--- src/rtl/lane_gate_pkg.sv ---
// rtl/lane_gate_pkg.sv - shared types and default timing for the barrier lane arbiter
package lane_gate_pkg;

    typedef enum logic [2:0] {
        IDLE      = 3'd0,
        OPENING   = 3'd1,
        WAIT_PASS = 3'd2,
        CLOSING   = 3'd3,
        EVAC      = 3'd4
    } lane_state_t;

    localparam logic DIR_ENT = 1'b0;
    localparam logic DIR_SAI = 1'b1;

    localparam int DEF_CAPACITY     = 8;
    localparam int DEF_OPEN_CYCLES  = 4;
    localparam int DEF_CLOSE_CYCLES = 4;
    localparam int DEF_PASS_TIMEOUT = 64;
    localparam int DEF_TMR_W        = 8;

endpackage

--- src/rtl/lane_req_arb.sv ---
// rtl/lane_req_arb.sv - entry/exit eligibility and tie-break for the shared lane
module lane_req_arb
    import lane_gate_pkg::*;
#(
    parameter bit RR_EN = 1'b0
) (
    input  logic req_ent,
    input  logic req_sai,
    input  logic full,
    input  logic occ_nz,
    input  logic last_grant,
    output logic win_dir,
    output logic win_valid
);

    logic ent_ok;
    logic sai_ok;

    always_comb begin
        ent_ok    = req_ent && !full;
        sai_ok    = req_sai && occ_nz;
        win_valid = ent_ok || sai_ok;
        win_dir   = DIR_SAI;
        if (ent_ok && sai_ok) begin
            // Round-robin favours the direction not served last; fixed mode favours exit.
            win_dir = RR_EN ? ~last_grant : DIR_SAI;
        end else if (ent_ok) begin
            win_dir = DIR_ENT;
        end
    end

endmodule

--- src/rtl/lane_gate_arbiter.sv ---
// rtl/lane_gate_arbiter.sv - shared entry/exit barrier sequencer; RR_ARB_EN enables round-robin tie-break
module lane_gate_arbiter
    import lane_gate_pkg::*;
#(
    parameter int CAPACITY     = DEF_CAPACITY,
    parameter int OPEN_CYCLES  = DEF_OPEN_CYCLES,
    parameter int CLOSE_CYCLES = DEF_CLOSE_CYCLES,
    parameter int PASS_TIMEOUT = DEF_PASS_TIMEOUT,
    parameter int TMR_W        = DEF_TMR_W
) (
    input  logic       clk,
    input  logic       reset,
    input  logic       req_ent,
    input  logic       req_sai,
    input  logic       pass_done,
    input  logic [7:0] occupancy,
    input  logic       emergencia,
    output logic       gate_open,
    output logic       lane_dir,
    output logic       grant_ent,
    output logic       grant_sai,
    output logic       increment,
    output logic       decrement,
    output logic       full,
    output logic       busy
);

    localparam logic [TMR_W-1:0] OPEN_LAST  = TMR_W'(OPEN_CYCLES - 1);
    localparam logic [TMR_W-1:0] CLOSE_LAST = TMR_W'(CLOSE_CYCLES - 1);
    localparam logic [TMR_W-1:0] PASS_LAST  = TMR_W'(PASS_TIMEOUT - 1);

    lane_state_t      state;
    logic [TMR_W-1:0] timer;
    logic [TMR_W-1:0] timer_nxt;
    logic             win_dir;
    logic             win_valid;
    logic             last_grant;
    logic             occ_nz;

    assign full      = ({24'd0, occupancy} >= 32'(CAPACITY));
    assign busy      = (state != IDLE);
    assign occ_nz    = |occupancy;
    assign timer_nxt = (timer == '1) ? timer : timer + 1'b1;

`ifdef RR_ARB_EN
    localparam bit RR_EN = 1'b1;
    logic served;

    assign served = (state == WAIT_PASS) && (pass_done || (timer >= PASS_LAST));

    always_ff @(posedge clk or negedge reset) begin
        if (!reset) begin
            last_grant <= DIR_SAI;
        end else if (served) begin
            last_grant <= lane_dir;
        end
    end
`else
    localparam bit RR_EN = 1'b0;
    assign last_grant = DIR_SAI;
`endif

    lane_req_arb #(
        .RR_EN(RR_EN)
    ) u_arb (
        .req_ent   (req_ent),
        .req_sai   (req_sai),
        .full      (full),
        .occ_nz    (occ_nz),
        .last_grant(last_grant),
        .win_dir   (win_dir),
        .win_valid (win_valid)
    );

    always_ff @(posedge clk or negedge reset) begin
        if (!reset) begin
            state     <= IDLE;
            timer     <= '0;
            gate_open <= 1'b0;
            lane_dir  <= DIR_ENT;
            grant_ent <= 1'b0;
            grant_sai <= 1'b0;
            increment <= 1'b0;
            decrement <= 1'b0;
        end else begin
            increment <= 1'b0;
            decrement <= 1'b0;
            timer     <= timer_nxt;
            if (emergencia) begin
                // A vehicle clearing in the same cycle as the alarm is still counted.
                if (state == WAIT_PASS && pass_done) begin
                    increment <= (lane_dir == DIR_ENT);
                    decrement <= (lane_dir == DIR_SAI);
                end else if (state == EVAC && pass_done && occ_nz) begin
                    decrement <= 1'b1;
                end
                state     <= EVAC;
                timer     <= '0;
                gate_open <= 1'b1;
                lane_dir  <= DIR_SAI;
                grant_ent <= 1'b0;
                grant_sai <= 1'b0;
            end else begin
                case (state)
                    IDLE: begin
                        if (win_valid) begin
                            state     <= OPENING;
                            timer     <= '0;
                            gate_open <= 1'b1;
                            lane_dir  <= win_dir;
                            grant_ent <= (win_dir == DIR_ENT);
                            grant_sai <= (win_dir == DIR_SAI);
                        end
                    end
                    OPENING: begin
                        if (timer >= OPEN_LAST) begin
                            state <= WAIT_PASS;
                            timer <= '0;
                        end
                    end
                    WAIT_PASS: begin
                        if (pass_done || (timer >= PASS_LAST)) begin
                            increment <= pass_done && (lane_dir == DIR_ENT);
                            decrement <= pass_done && (lane_dir == DIR_SAI);
                            state     <= CLOSING;
                            timer     <= '0;
                            gate_open <= 1'b0;
                            grant_ent <= 1'b0;
                            grant_sai <= 1'b0;
                        end
                    end
                    CLOSING: begin
                        if (timer >= CLOSE_LAST) begin
                            state <= IDLE;
                            timer <= '0;
                        end
                    end
                    EVAC: begin
                        decrement <= pass_done && occ_nz;
                        state     <= CLOSING;
                        timer     <= '0;
                        gate_open <= 1'b0;
                    end
                    default: begin
                        state     <= IDLE;
                        timer     <= '0;
                        gate_open <= 1'b0;
                        grant_ent <= 1'b0;
                        grant_sai <= 1'b0;
                    end
                endcase
            end
        end
    end

endmodule

--- config.mk ---
export PLATFORM = sky130hd
export DESIGN_NAME = lane_gate_arbiter
export DESIGN_NICKNAME = d
export VERILOG_FILES = /design/src/rtl/lane_gate_pkg.sv /design/src/rtl/lane_req_arb.sv /design/src/rtl/lane_gate_arbiter.sv
export SDC_FILE = /design/constraint.sdc
export NUM_CORES = 1
export LEC_CHECK = 0
export BUFFER_PORTS_ARGS = -buffer_cell sky130_fd_sc_hd__buf_2
export CORE_MARGIN = 3
export CORE_UTILIZATION = 53
export CTS_CLUSTER_SIZE = 10
export DETAILED_ROUTE_END_ITERATION = 6
export PLACE_DENSITY = 0.78
export SYNTH_ARGS = -nofsm -noshare
export SYNTH_HDL_FRONTEND = slang
export SYNTH_SLANG_ARGS = --single-unit
export TNS_END_PERCENT = 10
--- constraint.sdc ---
create_clock -name clk -period 2.3 [get_ports clk]
set_input_delay 0.46 -clock clk [delete_from_list [all_inputs] [get_ports clk]]
set_output_delay 0.46 -clock clk [all_outputs]
set_load 0.05 [all_outputs]
==> results of run 1 <==
[cells by family (layout without fill, tap and decap cells)]
kind of cell               after synthesis  in the layout  share of synthesized area
and+or+nand+nor                         52             52                      0.284
AOI/OAI and AO/OA                       26             26                      0.196
DFF                                     17             17                      0.411
buffers and inverters                   11             28                     0.0628
xor gates and xnor gates                 3              3                     0.0254
adders and majority gates                1              1                     0.0121
muxes                                    1              1                    0.00966
[Yosys cell counts, types with 2 or more instances]
library cell   n  area share
a21o_1         2       0.014
or3_1          2       0.012
or3_2          2       0.014
buf_2          2      0.0097
nor3_1         4       0.019
o21ai_4        2       0.031
nand4b_1       2       0.017
nand2_1        9       0.033
a31oi_1        3       0.018
nor2_1        13       0.047
o31a_1         2       0.017
o21ai_0        4       0.019
inv_1          3       0.011
xor2_1         2       0.017
dfrtp_1       17        0.41
nor3b_1        3       0.022
nor3_2         3       0.029
a21oi_1        6       0.029
a2111o_1       2       0.022
nand3_1        4       0.019
clkbuf_1       2      0.0072
and3_1         4       0.024
[final cells by class]
class	count	area share
Tap cell	25	0.0273
Timing Repair Buffer	21	0.0918
Sequential cell	17	0.372
Clock buffer	4	0.0230
Inverter	3	0.00984
Multi-Input combinational cell	83	0.477
[power by group through the flow]
| stage | combinational, W | clock [W] | sequential, W |
|---|---|---|---|
| floorplan | 0.000110 | 0 | 0.000352 |
| global placement | 0.000156 | 0 | 0.000341 |
| detailed placement | 0.000159 | 0 | 0.000342 |
| CTS | 0.000160 | 0.000161 | 0.000337 |
| global route | 0.000176 | 0.000173 | 0.000339 |
| finish | 0.000159 | 0.000154 | 0.000337 |
[layout by cell type (no fill, tap or decap), types with 4 or more instances in the layout]
cell type  instances
a21oi_1            6
and3_1             4
buf_2             21
dfrtp_1           17
nand2_1            9
nand3_1            4
nor2_1            13
nor3_1             4
o21ai_0            4
[worst reg2reg max path: cells and delay by family, from the launching register on]
family          cells  cell delay, ns
flops               1            0.41
simple gates        3            0.72
compound gates      2            0.60
fa+ha+maj           1            0.27
[sequential cells by signal, indices dropped and copies added, names as in the netlist]
register and count:
timer 8, state 3, decrement 1, gate_open 1
grant_ent 1, grant_sai 1, increment 1, lane_dir 1
[routing by layer]
metal,GRT usage,share of wire,up-vias
li1,-,-,436
met1,0.231,0.45,418
met5,0,0,-
met4,0.0507,0.0043,0
met3,0.0208,0.055,2
met2,0.300,0.48,28
[stage by stage]
step	hold slack (ns)	utilization	area, µm²
after floorplan	0.164	-	1040
after global placement	0.394	0.627	1120
after detailed placement	0.395	0.627	1120
after CTS	0.0790	0.642	1140
after global routing	0.0932	0.642	1140
final	0.0757	0.642	1140
[worst max-delay path by stage]
| stage | start | endpoint | slack, ns | cells past startpoint |
|---|---|---|---|---|
| finish | timer[0] | timer[3] | 0.22 | 6 |
| floorplan | timer[0] | timer[3] | 0.40 | 7 |
| detailed placement | occupancy[7] | timer[3] | 0.21 | 6 |
| CTS | timer[0] | timer[3] | 0.25 | 6 |
| global placement | occupancy[7] | timer[7] | 0.27 | 6 |
| global route | timer[0] | timer[3] | 0.08 | 6 |
==> results.md, run 1 <==
* Power per cell area at 568 nW/µm²
* Tot Pwr at 0.000650 W
* Post-CTS Setup Inserts at 0
* Initial antenna violation count at 0
* Int Pwr at ~0.00044 W
* RSZ-0062 raised after global routing: false
* Synth Cell Area at 1040 µm²
* CP Data Arrival Time at 2.28 ns
* Clk pwr share at 0.237
* NetSw at 0.000212 W
* Pre-antenna DRT Iters at 4
* R2R Path Start: timer[0]
* Status: finished, final reports clean
* Max clock buf depth at 2
* Drt wl/cell at between 10 and 15 µm
* Worst skew pair latency at roughly 0.28 ns
* # diodes at 0
* Vias in the first global route at 856
* DRC Markers at 0
* Final ANT Viol Nets at 0
* Final Max Tran Viols at 0
* Switching share of power at 0.326
* Syn-to-layout area delta at 10.5%
* Dpl cells at 149
* Setup crit end kind: flop
* Clk slew on worst S/H paths at 0.10 ns
* Setup Crit Path Kind: reg2reg
* Slowest CP cell: a2111o_1
* Area occupied by multi-input gates at 546 µm²
* Clk_skew at roughly 0.0093 ns
* PortBufs at 21
* Worst min-delay path class: in2async
* Die footprint at 2520 µm²
* Share of layout cells above drive strength 1 at 0.273
* GP Congestion at 0.777
* # fillers at 150
* Horiz. Die Dim at 50.2 µm
* Syn_nets at 126
* Worst Tran Pin Value at 0.367 ns
* Dpl hpwl at 1640 µm
* Htree depth at 1
* Comb pwr share at 0.245
* Syn Area/Cell at 9.33 µm²
* Sequential cell area at 425 µm²
* Post-Route WL at 2110 µm
* Post-Synthesis Cells at 111
* Aggregate global routing overflow at 0
* YS warnings at 0
* Maximum clock frequency at around 480 MHz
* Critical path cell sequence: ha_1, and2_1, a2111o_1, nor2_1, o21ai_4, nor3_2
* Slowest cell delay on critical path at 0.46 ns
* Die Ht at 50.2 µm
* Most common flop cell mapped by yosys: dfrtp_1
* Distinct cells, synth at 40
* Rows at 15
* Register-to-Register Path Depth at 6
* Starting density of the core at 0.581
* CTS resizes at 0
* Synthesis-stage register bit count at 17
* Count of final hold-check violations at 0
* Max Cap Violations at 0
* Largest fanout on the critical path at 7
* CTS tree: yes
* Number of CTS-inserted buffers at 3
* CP required at 2.50 ns
* First-pass GRT wire length at 3490 µm
* Post-synth EDFFs at 0
* Final min period at 2.08 ns
* Hold Buf Count CTS at 0
* Leak at around 0.52 nW
* Fin cells at 153
* CP bufs+invs at 0
* Final #Nets at 144
* Total track usage at 0.175
* Critical R2R Capture: timer[3]
* Seq pwr share at 0.518
* Core area at 1780 µm²
* Pin count of the biggest net entering global routing at 18
* Dpl ws at 0.210 ns
* Post-synthesis sequential area ratio at 0.411
* Final worst-path cycle share at 0.905
* Setup tns final at 0 ns
* Root Buffer Master: clkbuf_4
* Worst reg-to-reg setup slack at 0.22 ns
* Startpoint types: flop
* Top cell family by delay on the critical path: simple AND/OR/NAND/NOR gates
* Initial DRC Count at 23
* Vias per cell at ~5.8
* Peak VDD IR at 0.430 mV
* Max_slew headroom at 0.753
* Final worst setup slack at about 0.22 ns
* Sink Count at 17
* Via count at 884
* Setup violators final at 0
* Num ports at 22
* Ys async rst share at 1.00
Power figures use the tool's default switching activity.
==> inputs of run 2 (changes only) <==
--- a/config.mk
+++ b/config.mk
@@ -7,10 +7,10 @@
 export LEC_CHECK = 0
 export BUFFER_PORTS_ARGS = -buffer_cell sky130_fd_sc_hd__buf_2
 export CORE_MARGIN = 3
-export CORE_UTILIZATION = 53
+export CORE_UTILIZATION = 55
 export CTS_CLUSTER_SIZE = 10
 export DETAILED_ROUTE_END_ITERATION = 6
-export PLACE_DENSITY = 0.78
+export PLACE_DENSITY = 0.8
 export SYNTH_ARGS = -nofsm -noshare
 export SYNTH_HDL_FRONTEND = slang
 export SYNTH_SLANG_ARGS = --single-unit
==> constraint.sdc (replaced) <==
create_clock -name clk -period 2.5 [get_ports clk]
set_input_delay 0.5 -clock clk [delete_from_list [all_inputs] [get_ports clk]]
set_output_delay 0.5 -clock clk [all_outputs]
set_load 0.05 [all_outputs]
==> run 2 against run 1 <==
Setup slack improved by 0.22 ns. Via count increased by 2.7%. Global-route usage increased by 2.9 points. Critical path depth unchanged. Clock power about the same. Non-clock buffer count unchanged. Register-to-register slack improved by 0.22 ns. Sequential share of layout area about the same.
==> results.md, run 2 (synthesis results as in run 1) <==
* Setup Crit Path Kind: reg2reg (unchanged)
* Htree depth at 1 (unchanged)
* Slowest CP cell: a2111o_1 (unchanged)
* Final ANT Viol Nets at 0 (unchanged)
* Biggest registers after layout: timer (8), state (3) (unchanged)
* Setup violators final at 0 (unchanged)
* Core area at 1750 µm² (was 1780 µm²)
* Pre-antenna DRT Iters at 5 (was 4)
* Number of CTS-inserted buffers at 3 (unchanged)
* Clk_skew at 0.00233 ns (was 0.00926 ns)
* First-pass GRT wire length at 3910 µm (was 3490 µm)
* Via count at 908 (was 884)
* Largest Register: timer (unchanged)
* GRT Max-Usage Layer: met2 (unchanged)
* M3 GR Usage at 0.0306 (was 0.0208)
* Sink Count at 17 (unchanged)
* Worst min-delay path class: in2async (unchanged)
* Pin count of the biggest net entering global routing at 18 (unchanged)
* Tot Pwr at 0.000613 W (was 0.000650 W)
* Max Cap Violations at 0 (unchanged)
* GP Congestion at 0.787 (was 0.777)
* Final Max Tran Viols at 0 (unchanged)
* CP Data Arrival Time at 2.30 ns (was 2.28 ns)
* Syn-to-layout area delta at 10.6% (was 10.5%)
* Dpl hpwl at 1640 µm (about the same)
* CP required at 2.74 ns (was 2.50 ns)
* Setup tns final at 0 ns (unchanged)
* Aggregate global routing overflow at 0 (unchanged)
* Root Buffer Master: clkbuf_4 (unchanged)
* RSZ-0062 raised after global routing: false (unchanged)
* Horiz. Die Dim at 49.4 µm (was 50.2 µm)
* # fillers at 162 (was 150)
* Num ports at 22 (unchanged)
* Worst Tran Pin Value at 0.415 ns (was 0.367 ns)
* Maximum clock frequency at 485 MHz (was 480 MHz)
* Count of final hold-check violations at 0 (unchanged)
* Leak at 0.521 nW (was 0.518 nW)
* Share of layout cells above drive strength 1 at 0.281 (was 0.273)
* Dpl cells at 149 (unchanged)
* Power per cell area at 535 nW/µm² (was 568 nW/µm²)
* Slowest cell delay on critical path at 0.46 ns (about the same)
* Final worst-path cycle share at 0.824 (was 0.905)
* Clk slew on worst S/H paths at 0.11 ns (was 0.10 ns)
* Initial DRC Count at 24 (was 23)
* Vias in the first global route at 905 (was 856)
* Status: finished, final reports clean (unchanged)
* Drt wl/cell at 14.3 µm (was 13.8 µm)
* CTS tree: yes (unchanged)
* Top cell family by delay on the critical path: simple AND/OR/NAND/NOR gates (unchanged)
* PortBufs at 21 (unchanged)
* Hold Buf Count CTS at 0 (unchanged)
* Max clock buf depth at 2 (unchanged)
* Fin cells at 153 (unchanged)
* Critical path cell sequence: ha_1, and2_1, a2111o_1, nor2_1, o21ai_4, nor3_2 (unchanged)
* Most common cell after layout, fill and taps aside: buf_2 (unchanged)
* Max reg flops at 8 (unchanged)
* Largest fanout on the critical path at 7 (unchanged)
* Peak VDD IR at 0.389 mV (was 0.430 mV)
* Final #Nets at 144 (unchanged)
* Die Ht at 49.4 µm (was 50.2 µm)
* Total track usage at 0.204 (was 0.175)
* Rows at 15 (unchanged)
* # diodes at 0 (unchanged)
* Hold WS at 0.0989 ns (was 0.0757 ns)
* Most frequent cells in the layout: buf_2, dfrtp_1, nor2_1 (unchanged)
* Post-Route WL at 2190 µm (was 2110 µm)
* Worst skew pair latency at 0.30 ns (was 0.28 ns)
* Starting density of the core at 0.594 (was 0.581)
* Max_slew headroom at 0.719 (was 0.753)
* Grt met2 use at 0.362 (was 0.300)
* Setup crit end kind: flop (unchanged)
* Post-CTS Setup Inserts at 0 (unchanged)
* Vias per cell at 5.93 (was 5.78)
* CTS resizes at 0 (unchanged)
* M1 GR Usage at 0.244 (was 0.231)
* Initial antenna violation count at 0 (unchanged)
* CP bufs+invs at 0 (unchanged)
* Startpoint types: flop (unchanged)
* Final min period at 2.06 ns (was 2.08 ns)
* Die footprint at 2440 µm² (was 2520 µm²)
* DRC Markers at 0 (unchanged)
[run 2: routing by layer]
metal,part of all wire,vias to the layer above
met2,0.51,34
li1,-,436
met5,0,-
met3,0.061,3
met4,0.013,0
met1,0.42,435
[run 2: worst reg2reg max path, stage by stage, from the launching register on]
cell	delay, ns
dfrtp_1	0.42
ha_1	0.27
and2_1	0.25
a2111o_1	0.46
nor2_1	0.26
o21ai_4	0.14
nor3_2	0.19
[run 2: path summary, 6_finish.rpt]
kind / startpoint / end / slack (ns) / cells past startpoint
worst max-delay path: timer[0] / timer[7] / 0.44 / 6
worst min-delay path: reset / timer[7] / 0.1 / 1
worst max register to register: timer[0] / timer[7] / 0.44 / 6
worst min register to register: lane_dir / increment / 0.52 / 1
max in group asynchronous: reset / grant_sai / 2.12 / 1
min in group clk: emergencia / state[2] / 0.41 / 1
[run 2: power breakdown]
group          internal (W)  leakage (nW)  switching, W
Sequential         0.000289         0.224     0.0000214
Combinational     0.0000529         0.279     0.0000938
Clock             0.0000598        0.0177     0.0000962
[run 2: metrics by stage]
stage | worst slack [ns] | cell area, µm² | util
5_1_grt | 0.285 | 1150 | 0.657
2_1_floorplan | 0.586 | 1040 | -
4_1_cts | 0.423 | 1150 | 0.657
3_3_place_gp | 0.434 | 1120 | 0.641
6_report | 0.439 | 1150 | 0.657
3_5_place_dp | 0.388 | 1120 | 0.641
[run 2: area by class of cell]
cell class / count / area, µm² / area share
Clock buffer: 3 / 22.5 / 0.0197
Clock inverter: 1 / 5.00 / 0.00437
Inverter: 3 / 11.3 / 0.00983
Multi-Input combinational cell: 83 / 546 / 0.476
Sequential cell: 17 / 425 / 0.371
Tap cell: 25 / 31.3 / 0.0273
Timing Repair Buffer: 21 / 105 / 0.0917
